### src/rtl/wb_pkg.sv
// Shared widths and the queued writeback entry type.
// Imported by every file of the writeback queue.
package wb_pkg;

    localparam int REG_ADDR_W = 5;
    localparam int DATA_W = 32;

    typedef struct packed {
        logic [REG_ADDR_W-1:0] addr;
        logic [DATA_W-1:0]     data;
    } wb_entry_t;

endpackage

### src/rtl/wb_bypass_match.sv
// Youngest-first address match over the queued entries for one read port.
// Entry 0 is the oldest; a later valid match overrides an earlier one.
module wb_bypass_match
    import wb_pkg::*;
#(
    parameter int DEPTH = 4
) (
    input  logic [REG_ADDR_W-1:0]   raddr,
    input  wb_entry_t [DEPTH-1:0]   entries,
    input  logic [DEPTH-1:0]        valid,
    output logic                    hit,
    output logic [DATA_W-1:0]       data
);

    always_comb begin
        hit  = 1'b0;
        data = '0;
        for (int i = 0; i < DEPTH; i++) begin
            if (valid[i] && raddr != '0 && entries[i].addr == raddr) begin
                hit  = 1'b1;
                data = entries[i].data;
            end
        end
    end

endmodule

### src/rtl/writeback_queue.sv
// Circular writeback FIFO draining into the register-file write port.
// Define WRITEBACK_QUEUE_BYPASS_EN to build the read-port bypass match.
module writeback_queue
    import wb_pkg::*;
#(
    parameter int DEPTH = 4
) (
    input  logic                  Clk,
    input  logic                  Rst_n,
    input  logic                  InValid,
    output logic                  InReady,
    input  logic [4:0]            InRegister,
    input  logic [31:0]           InData,
    input  logic                  DrainEnable,
    output logic [4:0]            WriteRegister,
    output logic [31:0]           WriteData,
    output logic                  RegWrite,
    input  logic [4:0]            ReadRegister1,
    input  logic [4:0]            ReadRegister2,
    output logic                  Hit1,
    output logic                  Hit2,
    output logic [31:0]           BypassData1,
    output logic [31:0]           BypassData2,
    output logic [$clog2(DEPTH):0] Count
);

    localparam int PW = $clog2(DEPTH);
    localparam int CW = PW + 1;

    logic [PW-1:0] head;
    logic [PW-1:0] tail;
    logic [CW-1:0] count;
    wb_entry_t     mem [DEPTH];
    wb_entry_t     head_e;
    logic          push;
    logic          enq;

    assign InReady  = count < CW'(DEPTH);
    assign push     = InValid && InReady;
    // Writes to x0 complete the handshake but are dropped.
    assign enq      = push && InRegister != '0;
    assign RegWrite = count != '0 && DrainEnable;
    assign Count    = count;

    always_ff @(posedge Clk or negedge Rst_n) begin
        if (!Rst_n) begin
            head  <= '0;
            tail  <= '0;
            count <= '0;
        end else begin
            if (enq) begin
                tail <= tail + 1'b1;
            end
            if (RegWrite) begin
                head <= head + 1'b1;
            end
            unique case (1'b1)
                enq && !RegWrite: count <= count + 1'b1;
                !enq && RegWrite: count <= count - 1'b1;
                default: ;
            endcase
        end
    end

    always_ff @(posedge Clk) begin
        if (enq) begin
            mem[tail] <= '{addr: InRegister, data: InData};
        end
    end

    assign head_e        = mem[head];
    assign WriteRegister = count != '0 ? head_e.addr : '0;
    assign WriteData     = count != '0 ? head_e.data : '0;

`ifdef WRITEBACK_QUEUE_BYPASS_EN
    wb_entry_t [DEPTH-1:0] aged;
    logic [DEPTH-1:0]      aged_v;

    // Re-order storage oldest-to-youngest so the matcher can prioritise.
    always_comb begin
        for (int i = 0; i < DEPTH; i++) begin
            aged[i]   = mem[head + PW'(i)];
            aged_v[i] = CW'(i) < count;
        end
    end

    wb_bypass_match #(.DEPTH(DEPTH)) u_match1 (
        .raddr   (ReadRegister1),
        .entries (aged),
        .valid   (aged_v),
        .hit     (Hit1),
        .data    (BypassData1)
    );

    wb_bypass_match #(.DEPTH(DEPTH)) u_match2 (
        .raddr   (ReadRegister2),
        .entries (aged),
        .valid   (aged_v),
        .hit     (Hit2),
        .data    (BypassData2)
    );
`else
    logic unused_rd;

    assign unused_rd   = ^{ReadRegister1, ReadRegister2};
    assign Hit1        = 1'b0;
    assign Hit2        = 1'b0;
    assign BypassData1 = '0;
    assign BypassData2 = '0;
`endif

endmodule

### config.mk
export PLATFORM = sky130hd
export DESIGN_NAME = writeback_queue
export DESIGN_NICKNAME = d
export VERILOG_FILES = /design/src/rtl/wb_pkg.sv /design/src/rtl/wb_bypass_match.sv /design/src/rtl/writeback_queue.sv
export SDC_FILE = /design/constraint.sdc
export NUM_CORES = 1
export LEC_CHECK = 0
export ABC_AREA = 1
export BUFFER_PORTS_ARGS = -buffer_cell sky130_fd_sc_hd__clkbuf_2
export CAP_MARGIN = 10
export CELL_PAD_IN_SITES_DETAIL_PLACEMENT = 1
export CELL_PAD_IN_SITES_GLOBAL_PLACEMENT = 1
export CORE_MARGIN = 1
export CORE_UTILIZATION = 43
export CTS_BUF_LIST = sky130_fd_sc_hd__clkbuf_8
export CTS_CLUSTER_SIZE = 25
export DETAILED_ROUTE_END_ITERATION = 7
export PLACE_DENSITY_LB_ADDON = 0.25
export SYNTH_ARGS = -nofsm -noshare
export SYNTH_HDL_FRONTEND = slang
export SYNTH_SLANG_ARGS = --single-unit
### constraint.sdc
create_clock -name Clk -period 3.11 [get_ports Clk]
set_input_delay 0.311 -clock Clk [delete_from_list [all_inputs] [get_ports Clk]]
set_output_delay 0.311 -clock Clk [all_outputs]
set_load 0.005 [all_outputs]
==> flow_summary.yaml <==
run_status:
  status: "finished clean"
die:
  die_area_um2: 17400
  start_util: 0.438
  rows: 47
  core_region_area_um2: 16500
  num_io_pins: 159
  die_y_um: 132
  fp.dieW_um: 132
finish:
  drive_gt1_frac: 0.165
  syn_to_final_growth_pct: 10.7
  fin_nets: 855
  diodes: 0
  final_cell_mix: "inv_1, nand2_1, edfxtp_1"
  postLayoutCellArea_um2: 8020
worst_setup_path:
  arrival_ps: 2150
  regToRegStartpoint: "Count[2]"
  critPathRequiredTime_ps: 2800
  path_class: "register to output port"
  cp-end-kind: "output port"
  crit_path_start: "Count[1]"
  startpoint_type: "register"
  worstPathMaxFanout: 37
routing:
  drtAntennaViolNets: 0
  avgViaCountPerCell: 4.66
  drtIter0Drc: 249
  wl_met2_um: 8290
  vias: 4809
  wl_met3_um: 887
  wire_per_inst_um: 15.5
  top_layer: "met4"
  drc_errors: 0
  drt-met1-wl_um: 6350
  wl_um: 16000
  firstDrtPassIters: 4
grt:
  track_usage: 0.194
  grt_pass1_wl_um: 25500
  grt_overflow: 0
  antenna_found_initial: 0
  grt_max_degree: 77
  grt_pass1_vias: 5105
place:
  dp_slack_ps: 724
  dpl-instance-area_um2: 7650
  gp_congestion: 0.705
  numPortBuffers: 82
  hpwl_um: 10300
clocking:
  clockBufferDepth: 2
  cts_sinks: 155
  post_cts_resized: 0
  post_cts.repair.setup_buffers: 0
  cts_hold_buf: 1
  cts-root-buf: "clkbuf_8"
  clk_pin_slew_ps: 100
  cts_tree: "yes"
  h-tree-depth: 4
  cts-buffers-inserted: 17
  clk_latency_ps: 450
power_and_ir_drop:
  ir_drop_uv: 499
  p_comb_frac: 0.389
  pwr-share-clk: 0.204
  p_leak_nw: 3.76
  total_power_mw: 6.78
  power_frac_seq: 0.406
  cellPowerDensity_nw_per_um2: 845
  p_int_mw: 4.11
  swShare: 0.394
  p_switching_mw: 2.67
synthesis:
  synth_seq_cells: 155
  synth.distinct_cells: 20
  yosysTopAreaCellShare: 0.613
  yosys.area.top_type: "edfxtp_1"
  yosysWarningCount: 0
  avgSynthCellArea_um2: 10.2
  netlist_area_um2: 7250
  ys_seq_area_frac: 0.638
  synthTopCellsByArea: "edfxtp_1, inv_1, nand2_1, buf_4, nand3_1"
  synthCells: 712
sta:
  worstMarginPinSlew_ps: 890
  slew_violations: 0
  post-route-period-util: 0.790
  setup_viol_count_final: 0
  fmax_mhz: 407
  report.final.hold_viol_count: 0
  grt_setup_unrepaired: "false"
  setup_ws_ps: 652
  finClkSkew_ps: 14.3
  finalCriticalPeriod_ps: 2460
  slew-limit-headroom: 0.406
  final.setup.tns_ps: 0
job:
  cap_violations: 0
worst_hold_path:
  min_from: "InData[4]"
  holdCritPathClass: "input port to register"
-- through the flow --
stage / util / hold WS [ps] / cells
3_3_place_gp: 0.463 / 166 / 998
4_1_cts: 0.485 / 39.2 / 1031
5_1_grt: 0.485 / 44.8 / 1031
6_report: 0.485 / 71.3 / 1031
3_5_place_dp: 0.463 / 169 / 998
2_1_floorplan: - / 15.4 / 777
-- power groups by stage --
| stage | Clock, mW | Combinational, mW | Sequential, mW |
|---|---|---|---|
| after floorplan | 0 | 1.70 | 2.79 |
| after global placement | 0 | 2.55 | 2.78 |
| after detailed placement | 0 | 2.68 | 2.80 |
| after CTS | 1.41 | 2.70 | 2.76 |
| after global routing | 1.48 | 2.97 | 2.78 |
| final | 1.38 | 2.64 | 2.75 |
-- metal layers --
layer | vias to the layer above | GRT usage
met2 | 168 | 0.354
met1 | 2333 | 0.210
met4 | 0 | 0.0911
met3 | 36 | 0.0484
met5 | - | 0
li1 | 2272 | -
-- synth_stat cells (all sizes together) --
master / n
inv: 166
nand2: 163
edfxtp: 148
buf: 88
nand3: 79
a21oi: 37
dfrtp: 7
nor2: 7
clkbuf: 5
ha: 5
o21ai: 2
xnor2: 2
conb: 1
fa: 1
nand4: 1
-- flip-flops by register name, summed over array words and instances (netlist names) --
register / flops
mem: 148
head: 2
tail: 2
Count: 3
-- cells by family (layout without fill, tap and decap cells) --
family,Yosys count,in the layout,share of synthesized area
XOR/XNOR,2,2,0.00242
buffers and inverters,259,293,0.178
AND/OR/NAND/NOR,250,250,0.144
flip-flops,155,155,0.638
AO/OA/AOI/OAI,39,39,0.0269
adder cells (fa/ha/maj),6,6,0.0114
other,1,66,0.000518
-- layout make-up --
type                            instances  area (um2)
Tap cell                              220         275
Sequential cell                       155        4620
Timing Repair Buffer                   95         523
Clock buffer                           17         234
Inverter                              166         623
Fill cell                            1880        8500
Multi-Input combinational cell        363        1610
Clock inverter                         15         131
-- path summary, 6_finish.rpt --
| path | cells after the start | slack, ps | to |
|---|---|---|---|
| setup / recovery | 5 | 650 | WriteData[12] |
| hold / removal | 1 | 70 | mem[1][4] |
| setup reg to reg | 4 | 860 | mem[3][25] |
| hold reg to reg | 1 | 500 | Count[0] |
| max in group asynchronous | 2 | 2660 | head[0] |
| min in group asynchronous | 2 | 240 | Count[2] |
-- critical path, stage by stage (launching register included) --
cell,delay [ps]
dfrtp_1,410
inv_1,110
nand3_1,140
inv_2,670
a21oi_1,180
clkbuf_2,170
Power figures use the tool's default switching activity.
